==> src/rtl/mcu51_bit_pkg.sv <==
// Shared definitions for the 8051 bit-instruction sequencer and its users.
//   - bit_op_e    : request opcode encodings (BIT_SETB .. BIT_TEST)
//   - bit_state_e : sequencer state encoding
//   - memory strobe polarities (CS_ACTIVE / RW_READ / RW_WRITE)
//   - small helpers that classify opcodes and compute the bit to write
package mcu51_bit_pkg;

    typedef enum logic [2:0] {
        BIT_SETB  = 3'b000,
        BIT_CLR   = 3'b001,
        BIT_CPL   = 3'b010,
        BIT_MOVBC = 3'b011,  // MOV bit <- C
        BIT_MOVCB = 3'b100,  // MOV C <- bit
        BIT_ANL   = 3'b101,  // ANL C,bit
        BIT_ORL   = 3'b110,  // ORL C,bit
        BIT_TEST  = 3'b111
    } bit_op_e;

    typedef enum logic [2:0] {
        IDLE  = 3'd0,
        READ  = 3'd1,
        WAIT  = 3'd2,
        WRITE = 3'd3,
        VREAD = 3'd4,
        VWAIT = 3'd5,
        DONE  = 3'd6
    } bit_state_e;

    localparam logic CS_ACTIVE = 1'b0;
    localparam logic CS_IDLE   = 1'b1;
    localparam logic RW_READ   = 1'b1;
    localparam logic RW_WRITE  = 1'b0;

    // Ops that never need the old bit value go straight to WRITE.
    function automatic logic op_is_write_only(bit_op_e op);
        return (op == BIT_SETB) || (op == BIT_CLR) || (op == BIT_MOVBC);
    endfunction

    // Ops whose result must be written back to the carry flag.
    function automatic logic op_updates_c(bit_op_e op);
        return (op == BIT_MOVCB) || (op == BIT_ANL) || (op == BIT_ORL);
    endfunction

    // Bit value driven onto mem_din during WRITE.
    function automatic logic write_value(bit_op_e op, logic rd, logic c);
        logic v;
        case (op)
            BIT_SETB:  v = 1'b1;
            BIT_CLR:   v = 1'b0;
            BIT_CPL:   v = ~rd;
            BIT_MOVBC: v = c;
            default:   v = 1'b0;
        endcase
        return v;
    endfunction

endpackage

==> src/rtl/bit_op_ctrl_if.sv <==
// Request/response handshake between instruction decode and bit_op_ctrl.
//   master : decode side   (drives req_valid/req_op/req_addr/c_in)
//   slave  : sequencer side (drives req_ready/done/c_out/c_we/rsp_bit/rsp_err)
interface bit_op_ctrl_if #(
    parameter int ADDRWIDTH = 3
);
    logic                 req_valid;
    logic                 req_ready;
    logic [2:0]           req_op;
    logic [ADDRWIDTH-1:0] req_addr;
    logic                 c_in;
    logic                 done;
    logic                 c_out;
    logic                 c_we;
    logic                 rsp_bit;
    logic                 rsp_err;

    modport master (
        output req_valid, req_op, req_addr, c_in,
        input  req_ready, done, c_out, c_we, rsp_bit, rsp_err
    );

    modport slave (
        input  req_valid, req_op, req_addr, c_in,
        output req_ready, done, c_out, c_we, rsp_bit, rsp_err
    );
endinterface

==> src/rtl/bit_op_ctrl.sv <==
// bit_op_ctrl: sequences one 8051 bit instruction into chip-select / read-write
// cycles on the bit-addressable memory, doing read-modify-write when needed and
// producing the carry result. One op in flight; req_ready only in IDLE.
//
// Ports:
//   clk, rst        : clock shared with the bit memory; sync active-high reset
//   req (slave)     : op request + done/c_out/c_we/rsp_bit/rsp_err response
//   mem_cs/mem_rw   : memory strobes (cs active low, rw 1=read 0=write)
//   mem_addr/mem_din: memory address and write data
//   mem_dout        : memory read data, registered one edge after the read
//
// Optional build macro BITOP_READBACK_EN: after every WRITE the bit is read
// back (VREAD/VWAIT) and rsp_err flags a mismatch. Without it rsp_err is 0.
module bit_op_ctrl
    import mcu51_bit_pkg::*;
#(
    parameter int ADDRWIDTH = 3
) (
    input  logic                 clk,
    input  logic                 rst,
    bit_op_ctrl_if.slave         req,
    output logic                 mem_cs,
    output logic                 mem_rw,
    output logic [ADDRWIDTH-1:0] mem_addr,
    output logic                 mem_din,
    input  logic                 mem_dout
);

    bit_state_e           state_q, state_d;
    bit_op_e              op_q;
    logic [ADDRWIDTH-1:0] addr_q;
    logic                 c_q;
    logic                 rd_q;
    logic                 c_out_q;
    logic                 rsp_bit_q;
    logic                 wr_val;
    logic                 accept;

    assign accept = (state_q == IDLE) && req.req_valid;
    assign wr_val = write_value(op_q, rd_q, c_q);

    // ---------------------------------------------------------------- FSM
    always_ff @(posedge clk) begin
        if (rst) state_q <= IDLE;
        else     state_q <= state_d;
    end

    always_comb begin
        state_d = state_q;
        case (state_q)
            IDLE:  if (req.req_valid)
                       state_d = op_is_write_only(bit_op_e'(req.req_op)) ? WRITE : READ;
            READ:  state_d = WAIT;
            WAIT:  state_d = (op_q == BIT_CPL) ? WRITE : DONE;
`ifdef BITOP_READBACK_EN
            WRITE: state_d = VREAD;
            VREAD: state_d = VWAIT;
            VWAIT: state_d = DONE;
`else
            WRITE: state_d = DONE;
`endif
            DONE:  state_d = IDLE;
            default: state_d = IDLE;
        endcase
    end

    // ----------------------------------------------------------- datapath
    always_ff @(posedge clk) begin
        if (rst) begin
            op_q      <= BIT_SETB;
            addr_q    <= '0;
            c_q       <= 1'b0;
            rd_q      <= 1'b0;
            c_out_q   <= 1'b0;
            rsp_bit_q <= 1'b0;
        end else begin
            if (accept) begin
                op_q   <= bit_op_e'(req.req_op);
                addr_q <= req.req_addr;
                c_q    <= req.c_in;
            end
            // mem_dout is only meaningful here; it floats everywhere else.
            if (state_q == WAIT) begin
                rd_q      <= mem_dout;
                rsp_bit_q <= mem_dout;
                case (op_q)
                    BIT_MOVCB: c_out_q <= mem_dout;
                    BIT_ANL:   c_out_q <= c_q & mem_dout;
                    BIT_ORL:   c_out_q <= c_q | mem_dout;
                    default:   c_out_q <= c_out_q;
                endcase
            end
        end
    end

`ifdef BITOP_READBACK_EN
    logic rsp_err_q;

    // Cleared on accept so read-only ops never report a stale error.
    always_ff @(posedge clk) begin
        if (rst)                     rsp_err_q <= 1'b0;
        else if (accept)             rsp_err_q <= 1'b0;
        else if (state_q == VWAIT)   rsp_err_q <= (mem_dout != wr_val);
    end

    assign req.rsp_err = rsp_err_q;
`else
    assign req.rsp_err = 1'b0;
`endif

    // ------------------------------------------------------------ outputs
    // Memory strobes decode straight from the state register; the address
    // simply follows addr_q so it is stable across every memory cycle.
    always_comb begin
        mem_cs  = CS_IDLE;
        mem_rw  = RW_READ;
        mem_din = 1'b0;
        case (state_q)
            READ, VREAD: mem_cs = CS_ACTIVE;
            WRITE: begin
                mem_cs  = CS_ACTIVE;
                mem_rw  = RW_WRITE;
                mem_din = wr_val;
            end
            default: ;
        endcase
    end

    assign mem_addr      = addr_q;
    assign req.req_ready = (state_q == IDLE) && !rst;
    assign req.done      = (state_q == DONE);
    assign req.c_we      = (state_q == DONE) && op_updates_c(op_q);
    assign req.c_out     = c_out_q;
    assign req.rsp_bit   = rsp_bit_q;

endmodule

==> src/flat_wrapper.sv <==
// flat-port wrapper written by rule: the top's interface ports become plain ports
module bit_op_ctrl_flat import mcu51_bit_pkg::*;
#(
    parameter int ADDRWIDTH = 3
)
  (clk, rst, mem_cs, mem_rw, mem_addr, mem_din, mem_dout, req_req_valid, req_req_op, req_req_addr, req_c_in, req_req_ready, req_done, req_c_out, req_c_we, req_rsp_bit, req_rsp_err);
  bit_op_ctrl_if #(.ADDRWIDTH(ADDRWIDTH)) req_i ();
  input  logic clk;
  input  logic rst;
  output logic mem_cs;
  output logic mem_rw;
  output logic [ADDRWIDTH-1:0] mem_addr;
  output logic mem_din;
  input  logic mem_dout;
  input wire logic [$bits(req_i.req_valid)-1:0] req_req_valid;
  input wire logic [$bits(req_i.req_op)-1:0] req_req_op;
  input wire logic [$bits(req_i.req_addr)-1:0] req_req_addr;
  input wire logic [$bits(req_i.c_in)-1:0] req_c_in;
  output wire logic [$bits(req_i.req_ready)-1:0] req_req_ready;
  output wire logic [$bits(req_i.done)-1:0] req_done;
  output wire logic [$bits(req_i.c_out)-1:0] req_c_out;
  output wire logic [$bits(req_i.c_we)-1:0] req_c_we;
  output wire logic [$bits(req_i.rsp_bit)-1:0] req_rsp_bit;
  output wire logic [$bits(req_i.rsp_err)-1:0] req_rsp_err;
  assign req_i.req_valid = req_req_valid;
  assign req_i.req_op = req_req_op;
  assign req_i.req_addr = req_req_addr;
  assign req_i.c_in = req_c_in;
  assign req_req_ready = req_i.req_ready;
  assign req_done = req_i.done;
  assign req_c_out = req_i.c_out;
  assign req_c_we = req_i.c_we;
  assign req_rsp_bit = req_i.rsp_bit;
  assign req_rsp_err = req_i.rsp_err;
  bit_op_ctrl #(.ADDRWIDTH(ADDRWIDTH)) u_core (.clk(clk), .rst(rst), .req(req_i), .mem_cs(mem_cs), .mem_rw(mem_rw), .mem_addr(mem_addr), .mem_din(mem_din), .mem_dout(mem_dout));
endmodule
==> config.mk <==
export PLATFORM = sky130hd
export DESIGN_NAME = bit_op_ctrl_flat
export DESIGN_NICKNAME = d
export VERILOG_FILES = /design/src/rtl/mcu51_bit_pkg.sv /design/src/rtl/bit_op_ctrl_if.sv /design/src/rtl/bit_op_ctrl.sv /design/src/flat_wrapper.sv
export SDC_FILE = /design/constraint.sdc
export NUM_CORES = 1
export LEC_CHECK = 0
export ABC_CLOCK_PERIOD_IN_PS = 1300
export BUFFER_PORTS_ARGS = -buffer_cell sky130_fd_sc_hd__buf_2
export CORE_ASPECT_RATIO = 1.25
export CORE_MARGIN = 1
export CORE_UTILIZATION = 30
export CTS_BUF_LIST = sky130_fd_sc_hd__clkbuf_8
export DETAILED_ROUTE_END_ITERATION = 8
export MAX_ROUTING_LAYER = met4
export PLACE_DENSITY_LB_ADDON = 0.3
export SYNTH_ARGS = -nofsm -noshare
export SYNTH_HDL_FRONTEND = slang
export SYNTH_SLANG_ARGS = --single-unit
export TNS_END_PERCENT = 1
==> constraint.sdc <==
create_clock -name clk -period 1.3 [get_ports clk]
set_input_delay 0.26 -clock clk [delete_from_list [all_inputs] [get_ports clk]]
set_output_delay 0.26 -clock clk [all_outputs]
set_load 0.1 [all_outputs]
==> results.md, run 1 <==
- Max Clock Skew: 0.001251 ns
- RD Place Congestion: 0.7524
- Met1 WL: about 600 um
- Clock sink count: 12
- Reg-to-reg critical path endpoint: u_core.mem_addr[1]
- Max incr delay on CP: roughly 0.40 ns
- Max-Cap Viols: 0
- Met3 WL post-DR: 70 um
- CTS tree: yes
- Crit share post-route: 1.290
- RSZ-0062 raised after global routing: yes
- Synthesized area: about 610 um2
- Top Metal Used: met4
- Violated checks: negative setup slack
- Crit path kind: reg2out
- Initial DRC count: 8
- Delay-heaviest family, CP: simple AND/OR/NAND/NOR gates
- Router iterations before antenna repair: 5
- Placed Area: about 1000 um2
- Vias in the first global route: 543
- Final instance area: ~1100 um2
- DR WL/cell: about 13 um
- Residual DRC: 0
- Fillers: 153
- CP required: 1.04 ns
- Total power: approximately 1300 uW
- Leakage: roughly 0.00044 uW
- All-Layer GR Usage: 0.1453
- Vias/cell: 5.205
- Post-detail-place hpwl: 1091 um
- Critical Path Start Type: flop
- Worst setup margin: -0.3770 ns
- Hold Path Sink: u_core.mem_addr[0]
- Fin cells: 112
- Worst EP arrival: 1.42 ns
- Fin. max-slew vios: 0
- Area growth, synth to finish: 73.98%
- Number of port buffers: 21
- Largest net degree at the start of global routing: 8
- Pwr per Cell Area: 1198 nW/um2
- Inst Count DP: around 110
- Global-route wire length before repair: roughly 2400 um
- Placement row count: 17
- Drt total wl: about 1400 um
- Antenna violation net count after detailed routing: 0
- Final Hold Vio Count: 0
- Fin Setup TNS: -1.564 ns
- Reg2Reg Launch Point: u_core.state_q[1]
- Clock transition at path regs: 0.05 ns
- Hold buffers post-CTS: 0
- CP bufs+invs: 2
- Cell breakdown of the critical path: inv_2 > or3_4 > nor3_4 > buf_12
- Max Fclk: 596.3 MHz
- Hold Path Class: in2reg
- Wire length on met2: ~730 um
- Peak supply drop: 736.2 uV
- Die area: between 2000 and 2500 um2
- H-tree depth: 1
- Total nets after synthesis: 72
- HP Start: req_req_addr[0]
- Status: finished, violations left
- I/O pin cnt: 23
- # diodes: 0
- Avg Inst Size Synth: 10.01 um2
- Initial core utilization: 0.3338
- Seq/Total Area, Yosys: 0.3934
- Nets: 105
- Synthesis warning total: 0
- CP max FO: 2
- Shortest period the worst path allows: 1.677 ns
- Hold depth: 3
- Core ar.: between 1500 and 2000 um2
- Gate Count Post-Synth: 61
- CTS root buf: clkbuf_8
- Min Hold Slack: 0.2519 ns
- Num CTS Buffers: 3
- Die height: 52.44 um
- Multi-input gate area: 361.6 um2
- Total grt overflow: 0
- Longest Clk Path Bufs: 2
- Worst reg-to-reg path cell count: 5
- FF+latch area: 247.7 um2
- Finish-stage setup viols: 8
- Crit path max-delay cell type: or3_4
- Critical Path Sink Type: output pin
- Initial antenna violation count: 0
- Die W: roughly 42 um
- Flops & latches, synth: 12
- Flop-to-flop setup slack: -0.01 ns
- Cell variety after synth: 29
- Clk Latency, worst-skew pair: 0.24 ns
- Layout cells sized above 1: 0.5269
- Via Count: 583
-- metal layers --
layer  track usage  vias up
met1        0.1635      274
met2        0.2487       25
met5             -        -
met3       0.03103        4
met4       0.06250        0
li1              -      280
-- cells in the mapped netlist, drive strengths merged --
cell,number,area (um2)
nor4b,1,15.01
buf,2,15.01
nand2b,1,6.260
nor3,1,10.01
clkbuf,2,17.51
nor3b,2,26.28
o41ai,1,16.27
nand3,1,5.000
a21oi,1,5.000
nor4,2,12.51
dfxtp,12,240.2
conb,1,3.750
inv,3,11.26
a311o,1,11.26
nand2,1,3.750
a21boi,1,7.510
a31oi,2,12.51
a2111oi,1,8.760
or3b,1,8.760
nand3b,1,7.510
nor2,9,33.78
a211oi,1,7.510
mux2i,10,100.1
and3,2,13.77
or3,1,11.26
-- tightest hold or removal path, cell delays in order --
cell	delay [ns]
buf_2	0.07
mux2i_1	0.05
nor2_1	0.07
-- layout by cell type, fill, tap and decap left out --
| cell | instances |
|---|---|
| dfxtp_4 | 2 |
| clkbuf_8 | 3 |
| nand2_1 | 1 |
| or3b_1 | 1 |
| nand3_1 | 1 |
| and3_2 | 2 |
| buf_2 | 10 |
| buf_12 | 12 |
| clkinv_1 | 1 |
| nor3b_4 | 1 |
| mux2i_1 | 9 |
| dfxtp_1 | 10 |
| nand3b_1 | 1 |
| or3_4 | 1 |
| mux2i_2 | 1 |
| a311o_2 | 1 |
| a21boi_1 | 1 |
| conb_1 | 1 |
| buf_4 | 8 |
| nor3b_1 | 1 |
| o41ai_2 | 1 |
| nor4_1 | 1 |
| a31oi_1 | 2 |
| a211oi_1 | 1 |
| nor2_1 | 9 |
| a21oi_1 | 1 |
| inv_1 | 1 |
| buf_6 | 2 |
| nor4_4 | 1 |
| a2111oi_0 | 1 |
| nand2b_1 | 1 |
| nor4b_4 | 1 |
| nor3_4 | 1 |
| inv_2 | 2 |
-- sequential cells by signal, summed over array words and instances, names as in the netlist --
name,cells
u_core.mem_addr,3
u_core.op_q,3
u_core.state_q,3
u_core.req.c_out,1
u_core.rd_q,1
u_core.c_q,1
-- cell families (layout without fill, tap and decap cells) --
kind of cell | count (synthesis) | count (layout) | synth area share
AO/OA/AOI/OAI | 8 | 8 | 0.1127
buffers and inverters | 7 | 39 | 0.07170
other | 1 | 1 | 0.006142
flip-flops | 12 | 12 | 0.3934
multiplexers | 10 | 10 | 0.1639
AND/OR/NAND/NOR | 23 | 23 | 0.2521
-- worst max path at each step --
stage / depth (start not counted) / start / to
global placement: 4 / u_core.state_q[1] / mem_din
floorplan: 3 / u_core.state_q[0] / mem_din
global route: 4 / u_core.state_q[0] / mem_din
CTS: 4 / u_core.state_q[1] / mem_din
finish: 4 / u_core.state_q[1] / mem_din
detailed placement: 4 / u_core.state_q[1] / mem_din
-- area by class of cell --
class	instances	area share
Clock inverter	1	0.003534
Inverter	3	0.01060
Multi-Input combinational cell	42	0.3404
Tap cell	19	0.02238
Clock buffer	3	0.03887
Sequential cell	12	0.2332
Timing Repair Buffer	32	0.3510
-- report_power, final --
| part | switching [uW] | internal (uW) |
|---|---|---|
| clock network | 144 | 209 |
| logic | 290 | 202 |
| registers | 29.6 | 398 |
| total | 463 | 809 |
-- metrics by stage --
step,utilization,setup slack [ns]
finish,0.5807,-0.3770
global route,0.5807,-0.4287
CTS,0.5739,-0.3907
detailed placement,0.5472,-0.1385
global placement,0.5472,-0.1184
floorplan,-,-0.7779
-- timing repair --
item,in CTS,in global routing
pin swaps,2,1
setup endpoints to repair,13,14
buffers inserted,0,0
resized for setup,1,3
(Power assumes the default switching activity.)
==> run 2, diff against run 1 <==
Settings changed: SKIP_CTS_REPAIR_TIMING set to 1.
==> run 2 against run 1 <==
  * The run still ends with negative setup slack left
  * Wire length fell by 2.0%
  * Largest cell class unchanged
  * Total power barely moved
  * Global-route usage fell by 0.074 points
  * Highest routed layer unchanged
  * Clock skew barely moved
==> results.md, run 2 (same netlist as run 1, synthesis figures left out) <==
- Critical Path Sink Type: output pin
- Status: finished, violations left
- DR WL/cell: 12.45 um
- Router iterations before antenna repair: 4
- Post-detail-place hpwl: 1091 um
- RSZ-0062 raised after global routing: yes
- Worst EP arrival: 1.42 ns
- Global-route wire length before repair: 2339 um
- H-tree depth: 1
- Clock sink count: 12
- Drt total wl: 1394 um
- HP Start: req_req_addr[0]
- Busiest grt layer: met2
- Area growth, synth to finish: 74.79%
- Critical Path Start Type: flop
- Peak supply drop: around 740 uV
- Number of port buffers: 21
- Commonest non-fill, non-tap cell in the layout: buf_12
- Worst setup margin: -0.3765 ns
- Fin. max-slew vios: 0
- Nets: about 110
- Initial antenna violation count: 0
- Total grt overflow: 0
- P_int: 810.2 uW
- Initial core utilization: 0.3338
- Met1 global-route usage: 0.1614
- Max Clock Skew: 0.001278 ns
- Placement row count: 17
- Residual DRC: 0
- Die area: 2221 um2
- Reg-to-reg critical path endpoint: u_core.mem_addr[1]
- I/O pin cnt: 23
- CP max FO: 2
- Core ar.: 1829 um2
- Logic pwr share: 0.386
- Max-Cap Viols: 0
- Antenna violation net count after detailed routing: 0
- All-Layer GR Usage: 0.1446
- RD Place Congestion: between 0.7 and 0.8
- CTS root buf: clkbuf_8
- Via Count: 572
- Fillers: 153
- Met2 usage: 0.2487
- Finish-stage setup viols: 8
- Violated checks: negative setup slack
- Die height: 52.44 um
- Flop-to-flop setup slack: -0.01 ns
- CP required: 1.04 ns
- Vias/cell: between 5 and 6
- Sequential fraction of design power: 0.337
- Initial DRC count: 7
- Reg2Reg Launch Point: u_core.state_q[1]
- CTS tree: yes
- Leakage: 0.0004424 uW
- Min Hold Slack: around 0.25 ns
- Die W: 42.35 um
- Worst reg-to-reg path cell count: 5
- Clk Latency, worst-skew pair: 0.24 ns
- Hold depth: 3
- Final Hold Vio Count: 0
- Layout cells sized above 1: 0.5376
- Crit path kind: reg2out
- # diodes: 0
- Fin cells: 112
- Met3 Resource Use GR: 0.03103
- Longest Clk Path Bufs: 2
- Commonest cells after routing, fill and taps aside: buf_12, buf_2, nor2_1, mux2i_1, dfxtp_1
- Net switching power: 462.0 uW
- Vias in the first global route: between 500 and 600
- Largest net degree at the start of global routing: 8
- Clock transition at path regs: 0.05 ns
- Dpl ws: -0.1385 ns
- Shortest period the worst path allows: 1.677 ns
- Hold Path Class: in2reg
- Sw frac: 0.3632
- Crit share post-route: 1.290
- Num CTS Buffers: 3
- Max Fclk: 596.5 MHz
- Pwr per Cell Area: 1192 nW/um2
- Hold Path Sink: u_core.mem_addr[0]
- Inst Count DP: 108
- Clock power frac: 0.277
[run 2: cell counts in the layout (fill, tap and decap cells not counted)]
No cell type changed its count.
[run 2: worst max-delay path, cell delays in order (launching register included)]
cell,delay (ns)
dfxtp_4,0.34
inv_2,0.03
or3_4,0.40
nor3_4,0.21
buf_12,0.20
[run 2: worst max path at each step]
stage                           start  endpoint  slack, ns  cells past startpoint
finish              u_core.state_q[1]   mem_din      -0.38                      4
global route        u_core.state_q[1]   mem_din      -0.43                      4
CTS                 u_core.state_q[1]   mem_din      -0.41                      4
detailed placement  u_core.state_q[1]   mem_din      -0.14                      4
global placement    u_core.state_q[1]   mem_din      -0.12                      4
floorplan           u_core.state_q[0]   mem_din      -0.78                      3
[run 2: metal layers]
layer | part of all wire | routed length, um | vias to the layer above
li1 | - | - | 281
met1 | 0.42 | 590 | 270
met3 | 0.043 | 60 | 2
met2 | 0.52 | 728 | 19
met5 | 0 | 0 | -
met4 | 0.011 | 15 | 0
[run 2: layout make-up]
class	count	area, um2	share of cell area
clock buffer	3	41.29	0.03869
tap	19	23.77	0.02227
clock inverter	1	3.754	0.003517
multi-input combinational	42	361.6	0.3388
sequential	12	249.0	0.2333
timing repair buffer	32	376.6	0.3529
inverter	3	11.26	0.01055
[run 2: power groups by stage]
stage,Sequential [uW],Combinational [uW],Clock (uW)
6_report,428,491,352
5_1_grt,433,516,377
4_1_cts,428,482,355
3_5_place_dp,435,481,0
3_3_place_gp,433,476,0
2_1_floorplan,515,229,0
[run 2: through the flow]
stage	area (um2)	power, uW	TNS, ns	util
2_1_floorplan	644.4	743.6	-2.456	-
3_3_place_gp	1001	909.5	-0.2194	0.5472
3_5_place_dp	1001	916.1	-0.3741	0.5472
4_1_cts	1046	1265	-1.953	0.5718
5_1_grt	1067	1325	-2.254	0.5834
6_report	1067	1272	-1.587	0.5834
==> run 3, diff against run 2 <==
--- a/config.mk
+++ b/config.mk
@@ -9,5 +9,7 @@
 export BUFFER_PORTS_ARGS = -buffer_cell sky130_fd_sc_hd__buf_2
+export CELL_PAD_IN_SITES_DETAIL_PLACEMENT = 2
+export CELL_PAD_IN_SITES_GLOBAL_PLACEMENT = 2
 export CORE_ASPECT_RATIO = 1.25
 export CORE_MARGIN = 1
-export CORE_UTILIZATION = 30
+export CORE_UTILIZATION = 26
 export CTS_BUF_LIST = sky130_fd_sc_hd__clkbuf_8
==> constraint.sdc (replaced) <==
create_clock -name clk -period 1.3 [get_ports clk]
set_input_delay 0.195 -clock clk [delete_from_list [all_inputs] [get_ports clk]]
set_output_delay 0.195 -clock clk [all_outputs]
set_load 0.1 [all_outputs]
==> run 3 against run 2 <==
  * The flow still finishes with violations (negative setup slack)
  * Register-to-register slack worse by 0.04 ns
  * Sequential cell count did not move
  * First-iteration DRC count shrank 57%
  * Highest routed layer unchanged
==> results.md, run 3 (same netlist as run 1, synthesis figures left out) <==
- Hold depth: 3
- Busiest grt layer: met2
- Met1 global-route usage: 0.1818
- I/O pin cnt: 23
- Crit share post-route: 1.248
- Worst setup margin: -0.3226 ns
- Peak supply drop: 587.8 uV
- Max Clock Skew: 0.003542 ns
- Vias in the first global route: 624
- Num CTS Buffers: 3
- Antenna violation net count after detailed routing: 0
- Initial core utilization: 0.2762
- H-tree depth: 1
- Longest Clk Path Bufs: 2
- Nets: 104
- Pwr per Cell Area: roughly 1200 nW/um2
- Core ar.: 2211 um2
- # diodes: 0
- Max-Cap Viols: 0
- Initial antenna violation count: 0
- Worst EP arrival: 1.43 ns
- CTS tree: yes
- Commonest non-fill, non-tap cell in the layout: buf_2
- Hold Path Class: in2reg
- Clock sink count: 12
- Multi-input gate area: roughly 370 um2
- Total grt overflow: 0
- DR WL/cell: 14.27 um
- Violated checks: negative setup slack
- Critical Path Start Type: flop
- RD Place Congestion: about 0.71
- Vias/cell: 4.764
- Via Count: ~590
- Residual DRC: 0
- FF+latch area: 249.0 um2
- Fin. max-slew vios: 0
- Max Fclk: 616.3 MHz
- Layout cells sized above 1: 0.5435
- RSZ-0062 raised after global routing: yes
- Clk Latency, worst-skew pair: 0.24 ns
- Initial DRC count: 3
- Die W: 45.35 um
- Post-detail-place hpwl: 1388 um
- Total power: around 1200 uW
- Critical Path Sink Type: output pin
- Number of port buffers: 21
- Placement row count: 19
- Worst reg-to-reg path cell count: 5
- Die area: 2547 um2
- Router iterations before antenna repair: 2
- Clock transition at path regs: 0.05 ns
- CP max FO: 2
- Final Hold Vio Count: 0
- CP required: 1.11 ns
- Fin Setup TNS: -1.395 ns
- Dpl ws: -0.1227 ns
- Area growth, synth to finish: 64.96%
- Crit path kind: reg2out
- Final core occ: 0.4556
- Met2 usage: 0.2940
- Shortest period the worst path allows: 1.623 ns
- Status: finished, violations left
- Finish-stage setup viols: 13
- CTS root buf: clkbuf_8
- Global-route wire length before repair: roughly 3000 um
- Commonest cells after routing, fill and taps aside: buf_2, nor2_1, mux2i_1, dfxtp_1
- Drt total wl: between 1500 and 2000 um
- Min Hold Slack: 0.1923 ns
- Largest net degree at the start of global routing: 15
- Met3 Resource Use GR: 0.02922
- Die height: roughly 56 um
- Fillers: 252
- Leakage: ~0.00043 uW
- All-Layer GR Usage: 0.1688
## run 3: final cells by class
cell class,instances,area share
flip-flops and latches,12,0.2472
inverters,3,0.01118
well taps,31,0.03851
repair buffers,31,0.2944
clock buffers,3,0.04099
multi-input cells,42,0.3640
clock inverters,1,0.003727
## run 3: path summary, 6_finish.rpt
check / endpoint / start / slack (ns)
hold / removal: u_core.mem_addr[0] / req_req_addr[0] / 0.19
setup reg to reg: u_core.op_q[0] / u_core.state_q[0] / -0.05
setup / recovery: mem_din / u_core.state_q[1] / -0.32
hold reg to reg: u_core.state_q[2] / u_core.state_q[2] / 0.46
## run 3: metal layers
metal,part of all wire,vias up,wire (um)
li1,-,279,-
met1,0.38,283,661
met2,0.56,19,990
met3,0.040,5,71
met4,0.018,0,31
met5,0,-,0
## run 3: critical path, cell delays in order, from the launching register on
cell,delay (ns)
dfxtp_4,0.34
inv_2,0.03
or3_4,0.40
nor3_4,0.21
buf_12,0.20
## run 3: where the power goes
group	total, uW	internal (uW)	switching [uW]
Sequential	426	399	27.0
Clock	348	208	140
Combinational	467	173	294
## run 3: metrics by stage
stage | cell area, um2 | instances
after detailed placement | 935.9 | 119
after global placement | 935.9 | 119
after global routing | 1007 | 123
after floorplan | 644.4 | 61
final | 1007 | 123
after CTS | 980.9 | 123
